`src/rtl/pe_load_ctrl_if.sv`:
```
// Load/pop bus between the PE-array load controller (master) and its environment (slave).
// o_stall_cnt exists only when PE_LOAD_STALL_CNT_EN is defined.
interface pe_load_ctrl_if #(
  parameter int ID_WIDTH      = 6,
  parameter int IN_DATA_WIDTH = 8,
  parameter int POP_LEN_WIDTH = 16
);
  logic                     i_load_start;
  logic                     s_wgt_vld;
  logic                     s_wgt_rdy;
  logic [IN_DATA_WIDTH-1:0] s_wgt_data;
  logic                     o_load_vld;
  logic [ID_WIDTH-1:0]      o_load_id;
  logic [IN_DATA_WIDTH-1:0] o_load_data;
  logic                     i_pop_start;
  logic [POP_LEN_WIDTH-1:0] i_pop_len;
  logic                     o_pop_vld;
  logic                     o_busy;
  logic                     o_load_done;
  logic                     o_pop_done;
`ifdef PE_LOAD_STALL_CNT_EN
  logic [15:0]              o_stall_cnt;
`endif

  modport master (
    input  i_load_start, s_wgt_vld, s_wgt_data, i_pop_start, i_pop_len,
    output s_wgt_rdy, o_load_vld, o_load_id, o_load_data, o_pop_vld,
           o_busy, o_load_done, o_pop_done
`ifdef PE_LOAD_STALL_CNT_EN
    , output o_stall_cnt
`endif
  );

  modport slave (
    output i_load_start, s_wgt_vld, s_wgt_data, i_pop_start, i_pop_len,
    input  s_wgt_rdy, o_load_vld, o_load_id, o_load_data, o_pop_vld,
           o_busy, o_load_done, o_pop_done
`ifdef PE_LOAD_STALL_CNT_EN
    , input o_stall_cnt
`endif
  );
endinterface

```
`src/rtl/pe_load_ctrl.sv`:
```
// PE-array load/pop initiator: streams weights into the PE chain in PE-major order, then pops.
// Optional stall counter enabled by defining PE_LOAD_STALL_CNT_EN.
//
// state | meaning
// IDLE  | waiting for i_load_start / i_pop_start
// LOAD  | accepting weights, one registered load beat per accept
// POP   | issuing pop_rem consecutive pop-valid pulses
module pe_load_ctrl #(
  parameter int NUM_PE        = 64,
  parameter int ID_WIDTH      = 6,
  parameter int IN_DATA_WIDTH = 8,
  parameter int WGT_DEPTH     = 2,
  parameter int POP_LEN_WIDTH = 16
) (
  input logic          clk,
  input logic          rst,
  pe_load_ctrl_if.master bus
);
  localparam int SLOT_WIDTH = (WGT_DEPTH > 1) ? $clog2(WGT_DEPTH) : 1;
  localparam logic [1:0] ST_IDLE = 2'd0;
  localparam logic [1:0] ST_LOAD = 2'd1;
  localparam logic [1:0] ST_POP  = 2'd2;
  localparam logic [ID_WIDTH-1:0]      LAST_PE   = ID_WIDTH'(NUM_PE - 1);
  localparam logic [SLOT_WIDTH-1:0]    LAST_SLOT = SLOT_WIDTH'(WGT_DEPTH - 1);
  localparam logic [POP_LEN_WIDTH-1:0] POP_ONE   = POP_LEN_WIDTH'(1);
  localparam logic [POP_LEN_WIDTH-1:0] POP_TWO   = POP_LEN_WIDTH'(2);

  logic [1:0]               state_q, state_d;
  logic [ID_WIDTH-1:0]      pe_cnt_q, pe_cnt_d;
  logic [SLOT_WIDTH-1:0]    slot_cnt_q, slot_cnt_d;
  logic [POP_LEN_WIDTH-1:0] pop_rem_q, pop_rem_d;
  logic                     load_vld_q, load_vld_d;
  logic [ID_WIDTH-1:0]      load_id_q, load_id_d;
  logic [IN_DATA_WIDTH-1:0] load_data_q, load_data_d;
  logic                     pop_vld_q, pop_vld_d;
  logic                     load_done_q, load_done_d;
  logic                     pop_done_q, pop_done_d;
  logic                     start_load, start_pop, accept, last_beat;

  assign start_load = (state_q == ST_IDLE) && bus.i_load_start;
  assign start_pop  = (state_q == ST_IDLE) && !bus.i_load_start && bus.i_pop_start &&
                      (bus.i_pop_len != '0);
  assign accept     = (state_q == ST_LOAD) && bus.s_wgt_vld;
  assign last_beat  = (pe_cnt_q == LAST_PE) && (slot_cnt_q == LAST_SLOT);

  always_comb begin
    state_d     = state_q;
    pe_cnt_d    = pe_cnt_q;
    slot_cnt_d  = slot_cnt_q;
    pop_rem_d   = pop_rem_q;
    load_vld_d  = 1'b0;
    load_id_d   = load_id_q;
    load_data_d = load_data_q;
    pop_vld_d   = 1'b0;
    load_done_d = 1'b0;
    pop_done_d  = 1'b0;
    case (state_q)
      ST_IDLE: begin
        if (start_load) begin
          state_d    = ST_LOAD;
          pe_cnt_d   = '0;
          slot_cnt_d = '0;
        end else if (start_pop) begin
          // First pulse is registered on the entry edge so the burst is exactly i_pop_len long.
          state_d    = ST_POP;
          pop_rem_d  = bus.i_pop_len;
          pop_vld_d  = 1'b1;
          pop_done_d = (bus.i_pop_len == POP_ONE);
        end
      end
      ST_LOAD: begin
        if (accept) begin
          load_vld_d  = 1'b1;
          load_id_d   = pe_cnt_q;
          load_data_d = bus.s_wgt_data;
          if (last_beat) begin
            load_done_d = 1'b1;
            state_d     = ST_IDLE;
            pe_cnt_d    = '0;
            slot_cnt_d  = '0;
          end else if (slot_cnt_q == LAST_SLOT) begin
            slot_cnt_d = '0;
            pe_cnt_d   = pe_cnt_q + 1'b1;
          end else begin
            slot_cnt_d = slot_cnt_q + 1'b1;
          end
        end
      end
      ST_POP: begin
        if (pop_rem_q == POP_ONE) begin
          state_d   = ST_IDLE;
          pop_rem_d = '0;
        end else begin
          pop_rem_d  = pop_rem_q - 1'b1;
          pop_vld_d  = 1'b1;
          pop_done_d = (pop_rem_q == POP_TWO);
        end
      end
      default: state_d = ST_IDLE;
    endcase
  end

  always_ff @(posedge clk) begin
    if (rst) begin
      state_q     <= ST_IDLE;
      pe_cnt_q    <= '0;
      slot_cnt_q  <= '0;
      pop_rem_q   <= '0;
      load_vld_q  <= 1'b0;
      load_id_q   <= '0;
      load_data_q <= '0;
      pop_vld_q   <= 1'b0;
      load_done_q <= 1'b0;
      pop_done_q  <= 1'b0;
    end else begin
      state_q     <= state_d;
      pe_cnt_q    <= pe_cnt_d;
      slot_cnt_q  <= slot_cnt_d;
      pop_rem_q   <= pop_rem_d;
      load_vld_q  <= load_vld_d;
      load_id_q   <= load_id_d;
      load_data_q <= load_data_d;
      pop_vld_q   <= pop_vld_d;
      load_done_q <= load_done_d;
      pop_done_q  <= pop_done_d;
    end
  end

`ifdef PE_LOAD_STALL_CNT_EN
  logic [15:0] stall_cnt_q, stall_cnt_d;

  always_comb begin
    stall_cnt_d = stall_cnt_q;
    if (start_load)
      stall_cnt_d = '0;
    else if ((state_q == ST_LOAD) && !bus.s_wgt_vld && (stall_cnt_q != 16'hFFFF))
      stall_cnt_d = stall_cnt_q + 16'd1;
  end

  always_ff @(posedge clk) begin
    if (rst) stall_cnt_q <= '0;
    else     stall_cnt_q <= stall_cnt_d;
  end

  assign bus.o_stall_cnt = stall_cnt_q;
`endif

  assign bus.s_wgt_rdy   = (state_q == ST_LOAD);
  assign bus.o_busy      = (state_q != ST_IDLE);
  assign bus.o_load_vld  = load_vld_q;
  assign bus.o_load_id   = load_id_q;
  assign bus.o_load_data = load_data_q;
  assign bus.o_pop_vld   = pop_vld_q;
  assign bus.o_load_done = load_done_q;
  assign bus.o_pop_done  = pop_done_q;
endmodule
```
`src/flat_wrapper.sv`:
```
// flat-port wrapper written by rule: the top's interface ports become plain ports
module pe_load_ctrl_flat 
#(
  parameter int NUM_PE        = 64,
  parameter int ID_WIDTH      = 6,
  parameter int IN_DATA_WIDTH = 8,
  parameter int WGT_DEPTH     = 2,
  parameter int POP_LEN_WIDTH = 16
)
  (clk, rst, bus_i_load_start, bus_s_wgt_vld, bus_s_wgt_data, bus_i_pop_start, bus_i_pop_len, bus_s_wgt_rdy, bus_o_load_vld, bus_o_load_id, bus_o_load_data, bus_o_pop_vld, bus_o_busy, bus_o_load_done, bus_o_pop_done);
  pe_load_ctrl_if #(.ID_WIDTH(ID_WIDTH), .IN_DATA_WIDTH(IN_DATA_WIDTH), .POP_LEN_WIDTH(POP_LEN_WIDTH)) bus_i ();
  input logic clk;
  input logic rst;
  input wire logic [$bits(bus_i.i_load_start)-1:0] bus_i_load_start;
  input wire logic [$bits(bus_i.s_wgt_vld)-1:0] bus_s_wgt_vld;
  input wire logic [$bits(bus_i.s_wgt_data)-1:0] bus_s_wgt_data;
  input wire logic [$bits(bus_i.i_pop_start)-1:0] bus_i_pop_start;
  input wire logic [$bits(bus_i.i_pop_len)-1:0] bus_i_pop_len;
  output wire logic [$bits(bus_i.s_wgt_rdy)-1:0] bus_s_wgt_rdy;
  output wire logic [$bits(bus_i.o_load_vld)-1:0] bus_o_load_vld;
  output wire logic [$bits(bus_i.o_load_id)-1:0] bus_o_load_id;
  output wire logic [$bits(bus_i.o_load_data)-1:0] bus_o_load_data;
  output wire logic [$bits(bus_i.o_pop_vld)-1:0] bus_o_pop_vld;
  output wire logic [$bits(bus_i.o_busy)-1:0] bus_o_busy;
  output wire logic [$bits(bus_i.o_load_done)-1:0] bus_o_load_done;
  output wire logic [$bits(bus_i.o_pop_done)-1:0] bus_o_pop_done;
  assign bus_i.i_load_start = bus_i_load_start;
  assign bus_i.s_wgt_vld = bus_s_wgt_vld;
  assign bus_i.s_wgt_data = bus_s_wgt_data;
  assign bus_i.i_pop_start = bus_i_pop_start;
  assign bus_i.i_pop_len = bus_i_pop_len;
  assign bus_s_wgt_rdy = bus_i.s_wgt_rdy;
  assign bus_o_load_vld = bus_i.o_load_vld;
  assign bus_o_load_id = bus_i.o_load_id;
  assign bus_o_load_data = bus_i.o_load_data;
  assign bus_o_pop_vld = bus_i.o_pop_vld;
  assign bus_o_busy = bus_i.o_busy;
  assign bus_o_load_done = bus_i.o_load_done;
  assign bus_o_pop_done = bus_i.o_pop_done;
  pe_load_ctrl #(.NUM_PE(NUM_PE), .ID_WIDTH(ID_WIDTH), .IN_DATA_WIDTH(IN_DATA_WIDTH), .WGT_DEPTH(WGT_DEPTH), .POP_LEN_WIDTH(POP_LEN_WIDTH)) u_core (.clk(clk), .rst(rst), .bus(bus_i));
endmodule
```
`config.mk`:
```
export PLATFORM = sky130hd
export DESIGN_NAME = pe_load_ctrl_flat
export DESIGN_NICKNAME = d
export VERILOG_FILES = /design/src/rtl/pe_load_ctrl_if.sv /design/src/rtl/pe_load_ctrl.sv /design/src/flat_wrapper.sv
export SDC_FILE = /design/constraint.sdc
export NUM_CORES = 1
export LEC_CHECK = 0
export BUFFER_PORTS_ARGS = -buffer_cell sky130_fd_sc_hd__clkbuf_2
export CORE_MARGIN = 4
export CORE_UTILIZATION = 50
export CTS_CLUSTER_DIAMETER = 200
export DETAILED_ROUTE_END_ITERATION = 12
export PLACE_DENSITY = 0.73
export SLEW_MARGIN = 30
export SYNTH_ARGS = -nofsm -noshare
export SYNTH_HDL_FRONTEND = slang
export SYNTH_SLANG_ARGS = --single-unit
```
`constraint.sdc`:
```
create_clock -name clk -period 2.27 [get_ports clk]
set_input_delay 0.227 -clock clk [delete_from_list [all_inputs] [get_ports clk]]
set_output_delay 0.227 -clock clk [all_outputs]
set_load 0.01 [all_outputs]
```
### Yosys cells after proc, flatten, opt, wreduce, memory -nomap -nowiden

Index checks and enable logic that the tools add are counted.

| word-level totals | value |
|---|---|
| register bits after elaboration | 43 |
| logic and storage cells | 78 |

| operators by class | value |
|---|---|
| $add $sub $neg | 3 |
| equal/unequal tests | 14 |
| multiplexer cells | 30 |
| bitwise logic cells | 2 |
| reductions and logical operators | 19 |

Operators with widths:

| kind | number |
|---|---|
| $mux W16 | 3 |
| $eq A16 B1 Y1 const B | 2 |
| $pmux W16 S2 | 1 |
| $mux W6 | 4 |
| $eq A16 B2 Y1 const B | 1 |
| $reduce_bool A16 Y1 | 1 |
| $sub A16 B1 Y16 const B | 1 |
| $mux W1 | 12 |
| $pmux W6 S2 | 1 |
| $mux W2 | 5 |
| $ne A2 B1 Y1 const B | 5 |
| $reduce_and A4 Y1 | 2 |
| $add A6 B1 Y6 const B | 1 |
| $eq A6 B6 Y1 const B | 1 |
| $logic_and A1 B1 Y1 | 6 |
| $ne A3 B1 Y1 const B | 2 |
| $pmux W1 S2 | 3 |
| $pmux W2 S3 | 1 |
| $reduce_and A3 Y1 | 2 |
| $reduce_bool A2 Y1 | 3 |
| $reduce_or A3 Y1 | 1 |
| $eq A2 B1 Y1 const B | 1 |
| $eq A2 B2 Y1 const B | 1 |
| $logic_not A2 Y1 | 1 |
| 6 further kinds | 7 |

### Depth between registers and ports, before layout

| logic depth | value |
|---|---|
| word-level depth | 7 |
| mapped depth | 8 |
| depth with buffers taken out | 7 |

### Least setup slack after synthesis

Ideal clock, no wire load.

| timing | value |
|---|---|
| path type | reg-to-reg |
| start point | register u_core.pop_rem_q[1] |
| end point | register u_core.pop_done_q, in the netlist u_core.bus.o_pop_done |
| library setup time | 128 ps |
| arrival time | 1,842 ps |
| path slack | 300 ps |
| stages on the path, launching flop included | 9 |
| buffers on the path | 1 |
| period minus slack after synthesis | 1,970 ps |
| path through | dfxtp_1 > inv_1 > ha_1 > or4b_2 > nor4_4 > or2_1 > buf_6 > o32ai_1 > nor3b_2 |

| on the way | value |
|---|---|
| longest elaborated chain between the ends | 3 |

RTL lines:

| what | RTL line | text |
|---|---|---|
| from (decl) | pe_load_ctrl.sv:31 | `logic [POP_LEN_WIDTH-1:0] pop_rem_q, pop_rem_d;` |
| from (signal assigned) | pe_load_ctrl.sv:119 | `pop_rem_q <= pop_rem_d;` |
| $eq A16 B2 Y1 / $eq A16 B1 Y1 (equally long branches) | pe_load_ctrl.sv:96, pe_load_ctrl.sv:90 |  |
| $mux W1 * | pe_load_ctrl.sv:90 | `if (pop_rem_q == POP_ONE) begin` |
| $pmux W1 S2 * | pe_load_ctrl.sv:57 | `case (state_q)` |
| to (signal assigned) | pe_load_ctrl.sv:125 | `pop_done_q <= pop_done_d;` |
| to (decl) | pe_load_ctrl.sv:37 | `logic pop_done_q, pop_done_d;` |

Every way passes the cells marked *; elsewhere a longest branch is shown, timed or not.
A chain may end at the register's enable or synchronous reset.

### Worst setup path after layout

| timing | value |
|---|---|
| start point | register u_core.pop_rem_q[0] |
| end point | register u_core.pop_rem_q[14] |

| on the way | value |
|---|---|
| longest elaborated chain between the ends | 3 |

RTL lines:

| what | RTL line |
|---|---|
| $sub A16 B1 Y16 / $eq A16 B1 Y1 (equally long branches) | pe_load_ctrl.sv:94, pe_load_ctrl.sv:90 |
| $mux W16 * | pe_load_ctrl.sv:90 |
| $pmux W16 S2 * | pe_load_ctrl.sv:57 |

Marks and branches as above.

==> summary.txt <==
Leak Pwr - 1.09 nW
worst hold margin - 0.150 ns
flop2flop setup slack - 0.15 ns
final hold vios - 0
# diodes - 0
number of H-tree levels - 2
Unique masters post-synth - 53
Yosys warnings - 0
die height - 75.2 um
period utilization - 93.6%
Hold Path Class - input port to flip-flop
Starting DRT DRC Count - 150
remaining global-route overflow - 0
Initial Util - 51.8%
CP max FO - 8
clock root buffer - clkbuf_8
Fill cells - 391
Worst Hold End - u_core.bus.o_load_data[3]$_SDFFE_PP0P_
fmax - 471 MHz
pre-CTS WS - 0.0402 ns
Cell Rows - 24
sequential share of the synthesized area - 38.2%
CTS Hold Bufs - 0
core box area - 4350 um^2
DRC viols - 0
worst reg2reg path startpoint - u_core.pop_rem_q[0]$_SDFFE_PP0P_
relative slew slack - 60.7%
worst reg2reg endpoint - u_core.pop_rem_q[14]$_SDFFE_PP0P_
clk_skew - 0.00632 ns
setup tns final - 0 ns
slowest CP cell - or3b_2
CTS Sinks - 43
Area Overhead vs Synth - 18.9%
clock slew at reported path FFs - 0.08 ns
Detail Placement HPWL - 4110 um
Max IR drop VDD - 0.000345 V
vias in the first global route - 1,793
worst slew pin tran - 0.590 ns
number of vias per cell - 5.76
drt first pass iters - 4
antenna viol nets, final - 0
crit-path cells - inv_1 -> ha_1 -> or3b_2 -> nor4_1 -> xnor2_1 -> nand2_1 -> a221oi_1
Final GP Congestion - 0.909
Tot GR Track Use - 19.9%
unrepaired setup endpoints after global routing - no
chip width - 75.2 um
HP Start - bus_s_wgt_data[3]
DR vias - 2,155
final worst path period need - 2.12 ns
Avg WL per Cell - 15.0 um
total power - 0.00186 W
Hold Path Cell Cnt - 3
first-pass GRT wire length - 8780 um
pin count of the biggest net entering global routing - 29
Num CTS Buffers - 5
prevailing post-synth register cell - dfxtp_1
EDFF count, synth - 0
Seq cells post-synth - 43
Worst Setup End Kind - flip-flop
initial antenna violation count - 0
R2R cell count - 7
critical path arrival - 2.32 ns
share of cells above drive strength 1 - 26.7%
worst skew pair latency - 0.29 ns
CTS tree - built
Syn Inst Count - 270
power density cells - 695 nW/um^2
Avg Inst Size Synth - 8.35 um^2
Max-Cap Viols - 0
# nets final - 355
total routed wirelength - 5620 um
CP required - 2.47 ns
Clock Path Buffers - 2
IO Port Bufs - 48
synthesized area - 2250 um^2
Boundary Pins - 49
Worst Setup Slack, final - 0.146 ns
startpoint types - flip-flop
Final setup violation count - 0
outcome - finished, final reports clean
Final Max Tran Viols - 0
Syn Nets - 303
Async S/R FF share, synth - 0%
full die area - 5650 um^2
Crit Path Category - flip-flop to flip-flop
Critical Path Max Stage Delay - 0.57 ns
sequential cells by signal, indices dropped and copies added, names as in the netlist, 2 cells and up:
name / cells
u_core.pop_rem_q: 16
u_core.state_q: 2
u_core.bus.o_load_data: 8
u_core.pe_cnt_q: 6
u_core.bus.o_load_id: 6
kinds of logic (layout without fill, tap and decap cells):
logic type / Yosys count / in the layout / synth area share (%)
DFF: 43 / 43 / 38.2
AOI/OAI and AO/OA: 72 / 72 / 21.1
muxes: 1 / 1 / 0.499
and+or+nand+nor: 115 / 115 / 28.4
buffers and inverters: 23 / 75 / 4.94
xor gates and xnor gates: 12 / 12 / 4.66
adders and majority gates: 4 / 4 / 2.22
cells in the final DEF (no fill, tap or decap), types with 13 or more instances in the layout:
cell,n
nand2_1,43
a21oi_1,27
dfxtp_1,43
buf_4,13
clkbuf_2,48
nor2_1,18
worst max path at each step:
stage / slack [ns] / startpoint / to
2_1_floorplan: 0.30 / u_core.pop_rem_q[1]$_SDFFE_PP0P_ / u_core.bus.o_pop_done$_SDFF_PP0_
5_1_grt: 0.03 / u_core.pop_rem_q[0]$_SDFFE_PP0P_ / u_core.pop_rem_q[14]$_SDFFE_PP0P_
3_3_place_gp: 0.09 / u_core.pop_rem_q[0]$_SDFFE_PP0P_ / u_core.bus.o_pop_done$_SDFF_PP0_
3_5_place_dp: 0.04 / u_core.pop_rem_q[0]$_SDFFE_PP0P_ / u_core.bus.o_pop_done$_SDFF_PP0_
6_report: 0.15 / u_core.pop_rem_q[0]$_SDFFE_PP0P_ / u_core.pop_rem_q[14]$_SDFFE_PP0P_
4_1_cts: 0.1 / u_core.pop_rem_q[0]$_SDFFE_PP0P_ / u_core.pop_rem_q[2]$_SDFFE_PP0P_
report_power, final:
group	total [W]	internal [W]	switching (W)
Clock	0.000579	0.000323	0.000256
Combinational	0.000441	0.000193	0.000248
Sequential	0.000844	0.000795	0.0000486
Total	0.00186	0.00131	0.000553
cell usage after synthesis, drive strengths merged (6+ instances only):
cell type | instances | share of area (%)
dfxtp | 43 | 38
nor4 | 11 | 4.6
o21ai | 9 | 2.0
a21oi | 27 | 6.0
nor3 | 7 | 1.6
buf | 6 | 2.1
clkbuf | 10 | 1.7
a211oi | 8 | 2.9
nor2 | 19 | 3.3
a22oi | 6 | 2.0
nand2 | 43 | 7.2
inv | 7 | 1.2
xor2 | 7 | 2.7
area by class of cell:
| cell class | instances | area [um^2] | area share, % |
|---|---|---|---|
| multi-input combinational | 204 | 1290 | 48.1 |
| tap | 52 | 65.1 | 2.43 |
| clock inverter | 1 | 30.0 | 1.12 |
| timing repair buffer | 61 | 338 | 12.6 |
| clock buffer | 6 | 72.6 | 2.71 |
| sequential | 43 | 861 | 32.1 |
| inverter | 7 | 26.3 | 0.980 |
per-stage QoR:
step	util (%)	cell area [um^2]	cells
2_1_floorplan	-	2250	270
3_3_place_gp	58.7	2560	365
3_5_place_dp	58.7	2560	365
6_report	61.6	2680	374
4_1_cts	61.1	2660	372
5_1_grt	61.6	2680	374
worst max-delay path: cells and delay by family (launching register included):
| family | cells | cell delay, ns |
|---|---|---|
| compound gates | 1 | 0.24 |
| buf+inv | 1 | 0.09 |
| simple gates | 3 | 0.97 |
| fa+ha+maj | 1 | 0.20 |
| flops | 1 | 0.36 |
| xor+xnor | 1 | 0.16 |
repair_timing:
item,CTS,global route
pin swaps,0,1
endpoints found under the setup margin,1,2
gates resized for setup,1,1
buffers inserted,0,2
layer usage:
| layer | vias to the layer above | global-route usage, % | wire length, um |
|---|---|---|---|
| met2 | 53 | 28.8 | 2630 |
| met4 | 0 | 5.05 | 48 |
| met3 | 8 | 3.60 | 286 |
| met1 | 1012 | 30.4 | 2650 |
| met5 | - | 0 | 0 |
| li1 | 1082 | - | - |
Note: power is estimated with default switching activity, not from simulation.
